==> src/rtl/div_share_arbiter_if.sv <==
// div_share_arbiter_if: client-side and divider-core-side signals of the
// shared divider scheduler, bundled into one interface.
//   slave  : the scheduler itself
//   master : its environment (the requesting clients plus the divider core)
//
// Handshakes (all single-clock, sampled on the rising edge):
//   req/gnt        : a client raises req[i] with operands on a_flat/b_flat and
//                    holds both until gnt[i] pulses for one cycle; in that
//                    cycle the operands are captured and req[i] may drop.
//   div_start/done : div_start pulses once with div_a/div_b valid; the
//                    operands stay stable until the core answers with a
//                    one-cycle div_done carrying div_q/div_r.
//   rsp_valid      : one-cycle, one-hot pulse; quotient/remainder/rsp_err
//                    are meaningful only in that cycle. There is no
//                    back-pressure: a client must accept it.
interface div_share_arbiter_if #(
  parameter int WIDTH = 16,
  parameter int NREQ  = 4
);
  logic [NREQ-1:0]       req;
  logic [NREQ*WIDTH-1:0] a_flat;
  logic [NREQ*WIDTH-1:0] b_flat;
  logic [NREQ-1:0]       gnt;
  logic [NREQ-1:0]       rsp_valid;
  logic [WIDTH-1:0]      quotient;
  logic [WIDTH-1:0]      remainder;
  logic                  rsp_err;
  logic                  busy;
  logic                  div_start;
  logic [WIDTH-1:0]      div_a;
  logic [WIDTH-1:0]      div_b;
  logic                  div_done;
  logic [WIDTH-1:0]      div_q;
  logic [WIDTH-1:0]      div_r;

  modport slave (
    input  req, a_flat, b_flat, div_done, div_q, div_r,
    output gnt, rsp_valid, quotient, remainder, rsp_err, busy,
           div_start, div_a, div_b
  );

  modport master (
    output req, a_flat, b_flat, div_done, div_q, div_r,
    input  gnt, rsp_valid, quotient, remainder, rsp_err, busy,
           div_start, div_a, div_b
  );
endinterface

==> src/rtl/div_share_arbiter.sv <==
// div_share_arbiter: round-robin scheduler sharing one sequential divider
// core among NREQ requesters. One division is outstanding at a time; the
// result returns to the granted requester as a one-cycle rsp_valid pulse.
// Optional feature macro: DIV_ZERO_CHECK_EN -- when defined, a request with
// divisor 0 is answered locally (quotient all ones, remainder = dividend,
// rsp_err = 1) without starting the core. When undefined, b = 0 goes to the
// core like any other operand and rsp_err is tied low.
// Debug: dbg_state_o shows the FSM state (0 = IDLE, 1 = WAIT, 2 = RESP),
// dbg_ptr_o the round-robin search start.
module div_share_arbiter #(
  parameter int WIDTH = 16,
  parameter int NREQ  = 4,
  parameter int IDW   = 2
) (
  input  logic               clk,
  input  logic               rst_n,
  div_share_arbiter_if.slave bus,
  output logic [1:0]         dbg_state_o,
  output logic [IDW-1:0]     dbg_ptr_o
);

  typedef enum logic [1:0] {
    S_IDLE = 2'd0,
    S_WAIT = 2'd1,
    S_RESP = 2'd2
  } state_t;

  localparam logic [NREQ-1:0] ONE_HOT0 = NREQ'(1);
  localparam logic [IDW:0]    NREQ_W   = (IDW+1)'(NREQ);
  localparam logic [IDW-1:0]  LAST_ID  = IDW'(NREQ-1);

  state_t           state_q, state_d;
  logic [IDW-1:0]   ptr_q, ptr_d;
  logic [IDW-1:0]   id_q, id_d;
  logic [NREQ-1:0]  gnt_q, gnt_d;
  logic [NREQ-1:0]  rsp_valid_q, rsp_valid_d;
  logic             div_start_q, div_start_d;
  logic [WIDTH-1:0] quotient_q, quotient_d;
  logic [WIDTH-1:0] remainder_q, remainder_d;
  logic [WIDTH-1:0] div_a_q, div_a_d;
  logic [WIDTH-1:0] div_b_q, div_b_d;
`ifdef DIV_ZERO_CHECK_EN
  logic             rsp_err_q, rsp_err_d;
  logic             zero_q, zero_d;
`endif

  // Arbitration signals: requests rotated so that bit 0 is the slot at ptr.
  logic [NREQ-1:0]  req_rot;
  logic             sel_found;
  logic [IDW-1:0]   sel_off;
  logic [IDW:0]     sel_sum;
  logic [IDW-1:0]   sel_id;
  logic [WIDTH-1:0] sel_a;
  logic [WIDTH-1:0] sel_b;

  // Round-robin pick: first set request at or above ptr, wrapping at NREQ.
  always_comb begin
    req_rot   = NREQ'({bus.req, bus.req} >> ptr_q);
    sel_found = |req_rot;
    sel_off   = '0;
    for (int k = NREQ - 1; k >= 0; k--) begin
      if (req_rot[k]) sel_off = IDW'(k);
    end
    sel_sum = {1'b0, ptr_q} + {1'b0, sel_off};
    if (sel_sum >= NREQ_W) sel_sum = sel_sum - NREQ_W;
    sel_id = IDW'(sel_sum);
  end

  // Operand mux for the selected slot.
  always_comb begin
    sel_a = '0;
    sel_b = '0;
    for (int k = 0; k < NREQ; k++) begin
      if (sel_id == IDW'(k)) begin
        sel_a = bus.a_flat[k*WIDTH +: WIDTH];
        sel_b = bus.b_flat[k*WIDTH +: WIDTH];
      end
    end
  end

  // Next-state and registered-output logic; pulses default low each cycle.
  always_comb begin
    state_d     = state_q;
    ptr_d       = ptr_q;
    id_d        = id_q;
    gnt_d       = '0;
    rsp_valid_d = '0;
    div_start_d = 1'b0;
    quotient_d  = quotient_q;
    remainder_d = remainder_q;
    div_a_d     = div_a_q;
    div_b_d     = div_b_q;
`ifdef DIV_ZERO_CHECK_EN
    rsp_err_d   = 1'b0;
    zero_d      = zero_q;
`endif
    case (state_q)
      S_IDLE: begin
        if (sel_found) begin
          id_d    = sel_id;
          div_a_d = sel_a;
          div_b_d = sel_b;
          gnt_d   = ONE_HOT0 << sel_id;
          state_d = S_WAIT;
`ifdef DIV_ZERO_CHECK_EN
          // A zero divisor never reaches the core; WAIT answers it next edge.
          zero_d      = (sel_b == '0);
          div_start_d = (sel_b != '0);
`else
          div_start_d = 1'b1;
`endif
        end
      end
      S_WAIT: begin
`ifdef DIV_ZERO_CHECK_EN
        if (zero_q) begin
          quotient_d  = '1;
          remainder_d = div_a_q;
          rsp_err_d   = 1'b1;
          rsp_valid_d = ONE_HOT0 << id_q;
          zero_d      = 1'b0;
          state_d     = S_RESP;
        end else if (bus.div_done) begin
          quotient_d  = bus.div_q;
          remainder_d = bus.div_r;
          rsp_valid_d = ONE_HOT0 << id_q;
          state_d     = S_RESP;
        end
`else
        if (bus.div_done) begin
          quotient_d  = bus.div_q;
          remainder_d = bus.div_r;
          rsp_valid_d = ONE_HOT0 << id_q;
          state_d     = S_RESP;
        end
`endif
      end
      S_RESP: begin
        // Next search starts just above the requester that was served.
        ptr_d   = (id_q == LAST_ID) ? '0 : id_q + 1'b1;
        state_d = S_IDLE;
      end
      default: begin
        state_d = S_IDLE;
      end
    endcase
  end

  // State and output registers with synchronous active-low reset.
  always_ff @(posedge clk) begin
    if (!rst_n) begin
      state_q     <= S_IDLE;
      ptr_q       <= '0;
      id_q        <= '0;
      gnt_q       <= '0;
      rsp_valid_q <= '0;
      div_start_q <= 1'b0;
      quotient_q  <= '0;
      remainder_q <= '0;
      div_a_q     <= '0;
      div_b_q     <= '0;
`ifdef DIV_ZERO_CHECK_EN
      rsp_err_q   <= 1'b0;
      zero_q      <= 1'b0;
`endif
    end else begin
      state_q     <= state_d;
      ptr_q       <= ptr_d;
      id_q        <= id_d;
      gnt_q       <= gnt_d;
      rsp_valid_q <= rsp_valid_d;
      div_start_q <= div_start_d;
      quotient_q  <= quotient_d;
      remainder_q <= remainder_d;
      div_a_q     <= div_a_d;
      div_b_q     <= div_b_d;
`ifdef DIV_ZERO_CHECK_EN
      rsp_err_q   <= rsp_err_d;
      zero_q      <= zero_d;
`endif
    end
  end

  assign bus.gnt       = gnt_q;
  assign bus.rsp_valid = rsp_valid_q;
  assign bus.quotient  = quotient_q;
  assign bus.remainder = remainder_q;
  assign bus.div_start = div_start_q;
  assign bus.div_a     = div_a_q;
  assign bus.div_b     = div_b_q;
  assign bus.busy      = (state_q != S_IDLE);
`ifdef DIV_ZERO_CHECK_EN
  assign bus.rsp_err   = rsp_err_q;
`else
  assign bus.rsp_err   = 1'b0;
`endif

  assign dbg_state_o = state_q;
  assign dbg_ptr_o   = ptr_q;

endmodule

==> src/flat_wrapper.sv <==
// flat-port wrapper written by rule: the top's interface ports become plain ports
module div_share_arbiter_flat 
#(
  parameter int WIDTH = 16,
  parameter int NREQ  = 4,
  parameter int IDW   = 2
)
  (clk, rst_n, dbg_state_o, dbg_ptr_o, bus_req, bus_a_flat, bus_b_flat, bus_div_done, bus_div_q, bus_div_r, bus_gnt, bus_rsp_valid, bus_quotient, bus_remainder, bus_rsp_err, bus_busy, bus_div_start, bus_div_a, bus_div_b);
  div_share_arbiter_if #(.WIDTH(WIDTH), .NREQ(NREQ)) bus_i ();
  input  logic clk;
  input  logic rst_n;
  output logic [1:0] dbg_state_o;
  output logic [IDW-1:0] dbg_ptr_o;
  input wire logic [$bits(bus_i.req)-1:0] bus_req;
  input wire logic [$bits(bus_i.a_flat)-1:0] bus_a_flat;
  input wire logic [$bits(bus_i.b_flat)-1:0] bus_b_flat;
  input wire logic [$bits(bus_i.div_done)-1:0] bus_div_done;
  input wire logic [$bits(bus_i.div_q)-1:0] bus_div_q;
  input wire logic [$bits(bus_i.div_r)-1:0] bus_div_r;
  output wire logic [$bits(bus_i.gnt)-1:0] bus_gnt;
  output wire logic [$bits(bus_i.rsp_valid)-1:0] bus_rsp_valid;
  output wire logic [$bits(bus_i.quotient)-1:0] bus_quotient;
  output wire logic [$bits(bus_i.remainder)-1:0] bus_remainder;
  output wire logic [$bits(bus_i.rsp_err)-1:0] bus_rsp_err;
  output wire logic [$bits(bus_i.busy)-1:0] bus_busy;
  output wire logic [$bits(bus_i.div_start)-1:0] bus_div_start;
  output wire logic [$bits(bus_i.div_a)-1:0] bus_div_a;
  output wire logic [$bits(bus_i.div_b)-1:0] bus_div_b;
  assign bus_i.req = bus_req;
  assign bus_i.a_flat = bus_a_flat;
  assign bus_i.b_flat = bus_b_flat;
  assign bus_i.div_done = bus_div_done;
  assign bus_i.div_q = bus_div_q;
  assign bus_i.div_r = bus_div_r;
  assign bus_gnt = bus_i.gnt;
  assign bus_rsp_valid = bus_i.rsp_valid;
  assign bus_quotient = bus_i.quotient;
  assign bus_remainder = bus_i.remainder;
  assign bus_rsp_err = bus_i.rsp_err;
  assign bus_busy = bus_i.busy;
  assign bus_div_start = bus_i.div_start;
  assign bus_div_a = bus_i.div_a;
  assign bus_div_b = bus_i.div_b;
  div_share_arbiter #(.WIDTH(WIDTH), .NREQ(NREQ), .IDW(IDW)) u_core (.clk(clk), .rst_n(rst_n), .bus(bus_i), .dbg_state_o(dbg_state_o), .dbg_ptr_o(dbg_ptr_o));
endmodule
==> config.mk <==
export PLATFORM = sky130hd
export DESIGN_NAME = div_share_arbiter_flat
export DESIGN_NICKNAME = d
export VERILOG_FILES = /design/src/rtl/div_share_arbiter_if.sv /design/src/rtl/div_share_arbiter.sv /design/src/flat_wrapper.sv
export SDC_FILE = /design/constraint.sdc
export NUM_CORES = 1
export LEC_CHECK = 0
export ABC_CLOCK_PERIOD_IN_PS = 3950
export CAP_MARGIN = 20
export CORE_ASPECT_RATIO = 0.6
export CORE_UTILIZATION = 45
export CTS_CLUSTER_DIAMETER = 30
export DETAILED_ROUTE_END_ITERATION = 7
export GPL_ROUTABILITY_DRIVEN = 1
export PLACE_DENSITY_LB_ADDON = 0.3
export SLEW_MARGIN = 20
export SYNTH_ARGS = -nofsm -noshare
export SYNTH_HDL_FRONTEND = slang
export SYNTH_SLANG_ARGS = --single-unit
==> constraint.sdc <==
create_clock -name clk -period 3.95 [get_ports clk]
set_input_delay 0.79 -clock clk [delete_from_list [all_inputs] [get_ports clk]]
set_output_delay 0.79 -clock clk [all_outputs]
set_load 0.01 [all_outputs]
## After elaboration in Yosys (flattened, before gate mapping)

Cells that the tools add are included.

- Equality and inequality tests: 8
- Add/subtract/negate cells: 3
- Reduce and logical (&&, ||, !) cells: 10
- Shift operators: 3
- $lt $le $gt $ge: 1
- Muxes and demuxes: 18

Operators by type and width:

| kind | number |
|---|---|
| two-way mux 16 bit | 8 |
| two-way mux 2 bit | 8 |
| equality test 2 bit (second input constant) | 4 |
| AND reduction 2 bit | 4 |
| << shifter 1 x 2 -> 4 bit (first input constant) | 2 |
| right shift 8 x 2 -> 4 bit | 1 |
| AND reduction 3 bit | 2 |
| equality test 2 x 1 -> 1 bit (second input constant) | 2 |
| logical NOT 2 bit | 2 |
| one-hot mux 2 bit (2 select lines) | 1 |
| OR reduction 4 bit | 1 |
| adder 2 x 2 -> 3 bit | 1 |
| greater-or-equal comparator 3 bit (second input constant) | 1 |
| adder 2 x 1 -> 2 bit (second input constant) | 1 |
| != test 2 x 1 -> 1 bit (second input constant) | 1 |
| != test 2 bit (second input constant) | 1 |
| nonzero test 2 bit | 1 |
| subtractor 2 x 1 -> 2 bit (second input constant) | 1 |
| two-way mux 1 bit | 1 |

- Logic and storage cells: 53
- Bits in registers: 79
- Output and inout port bits: 79
- Input port bits: 167

## Longest topological paths before layout

Gate-level depths: netlist (run 1).

- Depth in word-level cells: 13
- Depth in mapped cells: 13
- Depth with buffers taken out: 9

## Worst setup path before layout (run 1)

No wires, ideal clock.

- Kind: input to register
- Start point: input port bus_req[2]
- End point: register u_core.div_a_q[10] (netlist: u_core.bus.div_a[10])
- Stages on the path: 13
- Slack: 1063 ps
- Setup time: 128 ps
- Arrival: 2759 ps
- Required time: 3822 ps
- Path buffers: 4
- Cell sequence: buf_6 nor2_1 nor3_1 a21oi_1 o21ai_0 ha_1 clkbuf_1 buf_6 buf_2 mux2i_1 nand2_1 mux2i_1 o41ai_2

- Cells in the longest elaborated chain, start to end: 13
- Elaborated cells between the ends (all ways): 19
- Classes of those cells: add/sub (2); order compare (1); eq/ne (3); shift (1); mux (9); reduce/logical (3)

Ends and longest elaborated chain:

| element | line | source |
|---|---|---|
| start: declaration | flat_wrapper.sv:14 | `input wire logic [$bits(bus_i.req)-1:0] bus_req;` |
| right shift 8 x 2 -> 4 bit (*) | div_share_arbiter.sv:58 | `req_rot = NREQ'({bus.req, bus.req} >> ptr_q);` |
| two-way mux 2 bit (3 in series) | div_share_arbiter.sv:62 | `if (req_rot[k]) sel_off = IDW'(k);` |
| two-way mux 2 bit (*) | div_share_arbiter.sv:62 |  |
| adder 2 x 2 -> 3 bit (*) | div_share_arbiter.sv:64 | `sel_sum = {1'b0, ptr_q} + {1'b0, sel_off};` |
| greater-or-equal comparator 3 bit or subtractor 2 x 1 -> 2 bit (tied branches) | div_share_arbiter.sv:65 | `if (sel_sum >= NREQ_W) sel_sum = sel_sum - NREQ_W;` |
| two-way mux 2 bit (*) | div_share_arbiter.sv:65 |  |
| net u_core.sel_sum[0] | div_share_arbiter.sv:51 | `logic [IDW:0] sel_sum;` |
| logical NOT 2 bit | div_share_arbiter.sv:74 | `if (sel_id == IDW'(k)) begin` |
| two-way mux 16 bit (3 in series) | div_share_arbiter.sv:74 |  |
| two-way mux 16 bit (*) | div_share_arbiter.sv:74 |  |
| end signal: assignment | div_share_arbiter.sv:175 | `div_a_q <= div_a_d;` |
| end: declaration | div_share_arbiter.sv:40 | `logic [WIDTH-1:0] div_a_q, div_a_d;` |

The timed path passes the listed nets; every way through them passes the cells marked *.
A chain may end at the register's enable or synchronous reset.

## Worst setup path after layout (run 1)

- Start point: input port bus_req[2]
- End point: register u_core.div_a_q[7] (netlist: u_core.bus.div_a[7])

- Cells in the longest elaborated chain, start to end: 13
- Elaborated cells between the ends (all ways): 19
- Classes of those cells: add/sub (2); order compare (1); eq/ne (3); shift (1); mux (9); reduce/logical (3)

Ends and longest elaborated chain:

| element | line |
|---|---|
| right shift 8 x 2 -> 4 bit (*) | div_share_arbiter.sv:58 |
| two-way mux 2 bit (4 in series) | div_share_arbiter.sv:62 |
| adder 2 x 2 -> 3 bit | div_share_arbiter.sv:64 |
| greater-or-equal comparator 3 bit or subtractor 2 x 1 -> 2 bit (tied branches) | div_share_arbiter.sv:65 |
| two-way mux 2 bit | div_share_arbiter.sv:65 |
| logical NOT 2 bit | div_share_arbiter.sv:74 |
| two-way mux 16 bit (4 in series) | div_share_arbiter.sv:74 |

Every way passes the cells marked *; elsewhere a longest branch is shown, timed or not.

==> impl_results.md, run 1 <==
* Synth Area in Compound Gates at 15.6%
* RSZ-0062 raised after global routing: no
* Routed vias at 5214
* Core Area at 0.0107 sq mm
* # fillers at 795
* Tcrit/Tclk final at 88.3%
* Final hold vios at 0
* Max cap viols at 0
* CTS clock-pin slew for the worst setup and hold paths at 0.06 ns
* CTS tree: yes
* Synth top area cells: dfxtp_1, mux2i_1, o41ai_2
* Status: finished with violations
* Final Util at 72.7%
* DIE AREA at 0.0117 sq mm
* Post-CTS Resized at 0
* Area taken by flip-flops and latches at 0.00158 sq mm
* P_leak at 3.39 nW
* Synthesized netlist cell count at 585
* Total track usage at 27.9%
* Seq/Total Area, Yosys at 31.2%
* Initial Utilization at 47.1%
* Worst-path cell chain: clkdlybuf4s50_1, nor2_1, nor3_1, a21oi_1, o21ai_0, ha_4, xnor2_2, buf_12, nand2_1, mux2i_1, o41ai_2
* Yosys top cell area share at 31.2%
* Max Clk Rate at 287 MHz
* Area of the multi-input gates at 0.00314 sq mm
* Peak VDD IR at 247 uV
* FP Rows at 29
* Top cells by count, synth: nand2_1, mux2i_1, dfxtp_1, and3_1
* Critical path's top delay family: buffers and inverters
* Count of cell types in the netlist at 40
* Slew margin rel. at 32.8%
* Routed wire length at 16.2 mm
* Flops & latches, synth at 79
* Fin Setup TNS at 0 ns
* CTS buffer count at 9
* Syn Nets at 754
* Drt initial violations at 312
* EDFF count, synth at 0
* Die width at 139 microns
* Tightest Pin Transition at 1.00 ns
* Critical Path AT at 3.70 ns
* H-tree Lvls at 3
* Largest net degree at the start of global routing at 65
* Hold_buf cts at 0
* Vias in the first global route at 5266
* Crit. End Element: flip-flop
* Crit path launch type: input pin
* DRT antenna net count at 0
* Clock Skews at 0.00538 ns
* Layout cells sized above 1 at 10.7%
* Post-Syn Area at 0.00506 sq mm
* RD Place Congestion at 0.864
* Main synth FF type: dfxtp_1
* Vias per Instance at 5.55
* Slowest stage delay, CP at 0.71 ns
* Clock latency on the worst-skew pair at 0.34 ns
* CTS sink cnt at 79
* Slowest stage cell on the critical path: xnor2_2
* Avg WL per Cell at 17.2 microns
* Clock Tree Root: clkbuf_16
* Min-Delay Path Class: flip-flop to flip-flop
* Critical path type: input pin to flip-flop
* Async S/R FF share, synth at 0%
* First-pass GRT wire length at 26.1 mm
* GRT overflow at 0
* Failing checks: DRC
* Synth-to-layout area growth at 54.2%
* Dpl hpwl at 11.9 mm
* Drt drc at 15
* Most frequent cell after synthesis: nand2_1
* Crit path time final at 3.49 ns
* Largest family of logic cells by synthesized area: simple AND/OR/NAND/NOR gates
* Final nets at 965
* Port Buf Inserts at 244
* Required time of the critical path at 4.16 ns
* Initial antenna violation count at 0
* DR pass1 iterations at 8
* Synth Area in XOR/XNOR at 0.692%
* Mux contribution to synthesized area at 19.4%
* Area leader, netlist: dfxtp_1
* Number of slew-limit violations in the final report at 0
* Power Dens Cells at 340 mW/mm^2
* Post-synthesis simple-gate area fraction at 24.6%
* Die Ht at 84.2 microns
* Count of final setup violators at 0
* Syn Area/Cell at 8.65 sq um
* Antenna cells at 0
* # Post-CTS Setup Buffers at 0
* Max FO, Critical Path at 47
* Ys Warns at 0
* CTS Buffer Depth at 2
* Io pins at 246
* Worst path bufs/invs at 2
* Post-synthesis adder-cell area fraction at 0.494%
through the flow:
step | cell area [sq um] | total power [mW] | worst slack (ns) | std cells | hold slack, ns
floorplan | 5060 | 1.40 | 1.06 | 585 | 0.452
global placement | 7500 | 1.77 | 0.318 | 924 | 0.441
detailed placement | 7500 | 1.81 | 0.190 | 924 | 0.446
CTS | 7810 | 2.67 | 0.524 | 940 | 0.455
global route | 7810 | 2.78 | 0.287 | 940 | 0.473
finish | 7810 | 2.65 | 0.462 | 940 | 0.456
path summary, 6_finish.rpt:
kind / to / slack [ns] / depth (start not counted) / startpoint
worst min register to register: u_core.bus.remainder[10] / 0.46 / 2 / u_core.bus.remainder[10]
worst max register to register: u_core.bus.div_a[7] / 0.99 / 9 / u_core.dbg_ptr_o[0]
worst max-delay path: u_core.bus.div_a[7] / 0.46 / 11 / bus_req[2]
worst min-delay path: u_core.bus.remainder[10] / 0.46 / 2 / u_core.bus.remainder[10]
layout by cell type (no fill, tap or decap), drive strengths merged, types with 2 or more instances in the layout:
cell type	n
clkinvlp	2
mux2i	98
ha	2
inv	7
a21oi	35
clkinv	2
and3	66
nor3	4
nand2	133
xnor2	3
nand2b	4
nand3	34
dfxtp	79
buf	13
or2	2
nor2	16
nor4	3
o21ai	2
o32ai	2
clkbuf	9
o41ai	32
clkdlybuf4s50	244
flip-flops by register name, indices dropped and copies added (netlist names):
register and flops:
u_core.bus.div_a 16, u_core.id_q 2, u_core.bus.rsp_valid 4, u_core.bus.div_start 1, u_core.dbg_state_o 2, u_core.bus.remainder 16, u_core.bus.quotient 16, u_core.dbg_ptr_o 2
u_core.bus.div_b 16, u_core.bus.gnt 4
worst register-to-register path, delay by kind of cell (launching register included):
family | cells | cell delay (ns)
AND/OR/NAND/NOR | 2 | 0.23
XOR/XNOR | 1 | 0.71
AO/OA/AOI/OAI | 3 | 0.49
adder cells (fa/ha/maj) | 1 | 0.22
multiplexers | 1 | 0.20
buffers and inverters | 1 | 0.30
flip-flops | 1 | 0.67
power by group:
group	switching [mW]	total [mW]	internal, mW
sequential	0.0468	0.915	0.868
clock	0.359	0.856	0.497
combinational	0.403	0.881	0.478
total	0.808	2.65	1.84
layer usage:
layer	part of all wire [%]	wire length, microns	vias to the layer above	track usage (%)
met1	42	6750	2470	33.8
li1	-	-	2494	-
met4	1.1	183	0	6.77
met3	7.4	1200	17	6.50
met5	0	0	-	0
met2	50	8050	233	50.2
cell type report:
cell class,count,share of cell area (%)
clock buffer,9,2.88
clock inverter,7,1.03
inverter,5,0.240
multi-input combinational,444,40.2
sequential,79,20.3
tap,139,2.23
timing repair buffer,257,33.2
logic make-up after synthesis:
kind of cell             count (synthesis)
adder cells (fa/ha/maj)                  2
AO/OA/AOI/OAI                           76
buffers and inverters                   62
multiplexers                            98
flip-flops                              79
AND/OR/NAND/NOR                        263
XOR/XNOR                                 4
other                                    1
Power figures use the tool's default switching activity.
==> inputs of run 2 (changes only) <==
Settings changed: CTS_CLUSTER_DIAMETER 30 to unset.
==> results of run 2 <==
Same layout as run 1: the final DEF is identical, and so are final timing and power.
==> RTL edit (flow settings as in run 1) <==
Build with the macro `DIV_ZERO_CHECK_EN` defined.
--- a/src/rtl/div_share_arbiter.sv
+++ b/src/rtl/div_share_arbiter.sv
@@ -7,6 +7,8 @@
 // core like any other operand and rsp_err is tied low.
 // Debug: dbg_state_o shows the FSM state (0 = IDLE, 1 = WAIT, 2 = RESP),
 // dbg_ptr_o the round-robin search start.
+`define DIV_ZERO_CHECK_EN
+
 module div_share_arbiter #(
   parameter int WIDTH = 16,
   parameter int NREQ  = 4,
Check against the original RTL: not equivalent (Yosys sat finds a counterexample within 4 cycles, from zero or initial values and one cycle with rst_n low).
==> RTL edit against run 1 <==
Worst setup slack lost 160 ps. Hold slack gained 11 ps. Routed wire length grew 14%. Synthesized cell count shrank 0.17%. Area after synthesis shrank 4.2%. Clock skew grew 6.9 ps. Highest routed layer unchanged. Sequential cell count grew 2. Power grew 1.4%. Largest power group unchanged. Final area shrank 1.7%. Critical path depth grew 1.
==> RTL edit: results (changes against run 1) <==
<table>
<tr><th>Metric</th><th>Value</th></tr>
<tr><th colspan="2">Outcome</th></tr>
<tr><td>Result of the run</td><td>finished, final reports clean</td></tr>
<tr><th colspan="2">Placement</th></tr>
<tr><td>Placer congestion estimate</td><td>0.938 (+8.7%)</td></tr>
<tr><td>Post-placement cell count</td><td>927 (+0.32%)</td></tr>
<tr><td>Half-perimeter wire length of the detailed placement result</td><td>14,100 um (+18%)</td></tr>
<tr><th colspan="2">Drt</th></tr>
<tr><td>Routed WL</td><td>18,400 um (+14%)</td></tr>
<tr><td>Vias</td><td>5,537 (+6.2%)</td></tr>
<tr><td>Drt initial violations</td><td>555 (+78%)</td></tr>
<tr><th colspan="2">Synthesis</th></tr>
<tr><td>Total nets after synthesis</td><td>756 (+0.27%)</td></tr>
<tr><td>Sequential share of the synthesized area</td><td>0.334 (+0.0218)</td></tr>
<tr><td>Top post-synthesis cells by count</td><td>117 x sky130_fd_sc_hd__nand2_1, 81 x sky130_fd_sc_hd__dfxtp_1, 68 x sky130_fd_sc_hd__mux2i_1, 36 x sky130_fd_sc_hd__nor2_1, 33 x sky130_fd_sc_hd__o211a_1</td></tr>
<tr><th colspan="2">GRT</th></tr>
<tr><td>First-pass GRT wire length</td><td>27,900 um (+7.0%)</td></tr>
<tr><td>Pin count of the biggest net entering global routing</td><td>49 (-25%)</td></tr>
<tr><td>Total GRT Usage</td><td>0.328 (+0.0491)</td></tr>
<tr><td>Vias in the first global route</td><td>5,267 (+0.019%)</td></tr>
<tr><th colspan="2">Critical path</th></tr>
<tr><td>Library cell contributing the largest single delay on the critical path</td><td>sky130_fd_sc_hd__clkdlybuf4s50_1</td></tr>
<tr><td>Kind of cell adding the most delay to the critical path</td><td>compound AO/OA/AOI/OAI gates</td></tr>
<tr><td>Worst reg2reg path endpoint</td><td>u_core.bus.div_start</td></tr>
<tr><td>Number of cells on the worst reg-to-reg path</td><td>11 (+2)</td></tr>
<tr><td>Critical path's largest stage delay</td><td>600 ps (-110 ps)</td></tr>
<tr><th colspan="2">Cells and area</th></tr>
<tr><td>Share of final-layout standard cells stronger than drive strength 1</td><td>0.0470 (-0.0603)</td></tr>
<tr><td>Fill cell count</td><td>743 (-6.5%)</td></tr>
<tr><td>Total Nets Final</td><td>975 (+1.0%)</td></tr>
<tr><th colspan="2">Timing</th></tr>
<tr><td>Clock skew after layout</td><td>12.3 ps (+6.90 ps)</td></tr>
<tr><th colspan="2">Hold path</th></tr>
<tr><td>Origin of the worst min-delay path</td><td>u_core.bus.div_b[1]</td></tr>
<tr><td>Hold Path Sink</td><td>u_core.bus.div_b[1]</td></tr>
<tr><td>Cell depth of the worst min-delay path</td><td>1 (-1)</td></tr>
<tr><th colspan="2">Power</th></tr>
<tr><td>Max IR drop VDD</td><td>0.227 mV (-8.4%)</td></tr>
</table>
-- RTL edit: cell types whose count changed after synthesis, sizes merged, moves of 16 or more --
cell	run 1	this run
a21boi	0	16
o41ai	32	2
mux2i	98	68
o211ai	0	16
a21oi	35	1
a22oi	0	16
and3	66	20
a31oi	0	17
o211a	0	33
nor2	16	36
-- RTL edit: cells by family (layout without fill, tap and decap cells) --
kind of cell | Yosys count | after routing | share of synthesized area
xor gates and xnor gates | 2 | 2 | 0.00361
AOI/OAI and AO/OA | 141 | 141 | 0.232
muxes | 68 | 68 | 0.140
adders and majority gates | 5 | 5 | 0.0129
DFF | 81 | 81 | 0.334
buffers and inverters | 53 | 277 | 0.0557
and+or+nand+nor | 234 | 234 | 0.221
-- RTL edit: metal layers --
layer  track usage  wire (um)  vias up
met5             0          0        -
met4         0.118        506        0
met3        0.0867       1680       46
met2         0.518       8430      319
met1         0.432       7830     2594
li1              -          -     2578
-- RTL edit: worst max-delay path by stage --
stage,from,slack [ps],depth (start not counted),endpoint
finish,bus_req[0],310,12,u_core.bus.div_start
global route,bus_req[0],80,12,u_core.bus.div_start
CTS,bus_req[0],200,12,u_core.bus.div_start
detailed placement,bus_req[0],70,12,u_core.bus.div_start
global placement,bus_req[0],240,12,u_core.zero_q
floorplan,bus_req[0],880,12,u_core.bus.div_start
-- RTL edit: worst register-to-register path, delay by kind of cell, from the launching register on --
| kind | cells | cell delay, ps |
|---|---|---|
| compound gates | 4 | 1020 |
| mux | 1 | 180 |
| buf+inv | 1 | 190 |
| fa+ha+maj | 1 | 340 |
| flops | 1 | 570 |
| simple gates | 4 | 780 |
-- RTL edit: through the flow --
stage,hold WS (ps),util,area (um^2),setup slack (ps)
5_1_grt,497,0.756,7680,80.7
6_report,466,0.756,7680,306
2_1_floorplan,511,-,4850,878
3_3_place_gp,454,0.724,7350,236
4_1_cts,471,0.754,7660,199
3_5_place_dp,456,0.724,7350,70.6
-- RTL edit: cell type report --
| type | count | area share |
|---|---|---|
| clock buffer | 10 | 0.0311 |
| inverter | 2 | 0.000978 |
| multi-input combinational | 450 | 0.389 |
| clock inverter | 6 | 0.00945 |
| tap | 135 | 0.0220 |
| timing repair buffer | 259 | 0.336 |
| sequential | 81 | 0.211 |
-- RTL edit: report_power, final --
part | total, W | switching [W] | internal (W)
clock network | 0.000874 | 0.000360 | 0.000514
logic | 0.000843 | 0.000380 | 0.000463
registers | 0.000971 | 0.0000646 | 0.000907
total | 0.00269 | 0.000805 | 0.00188
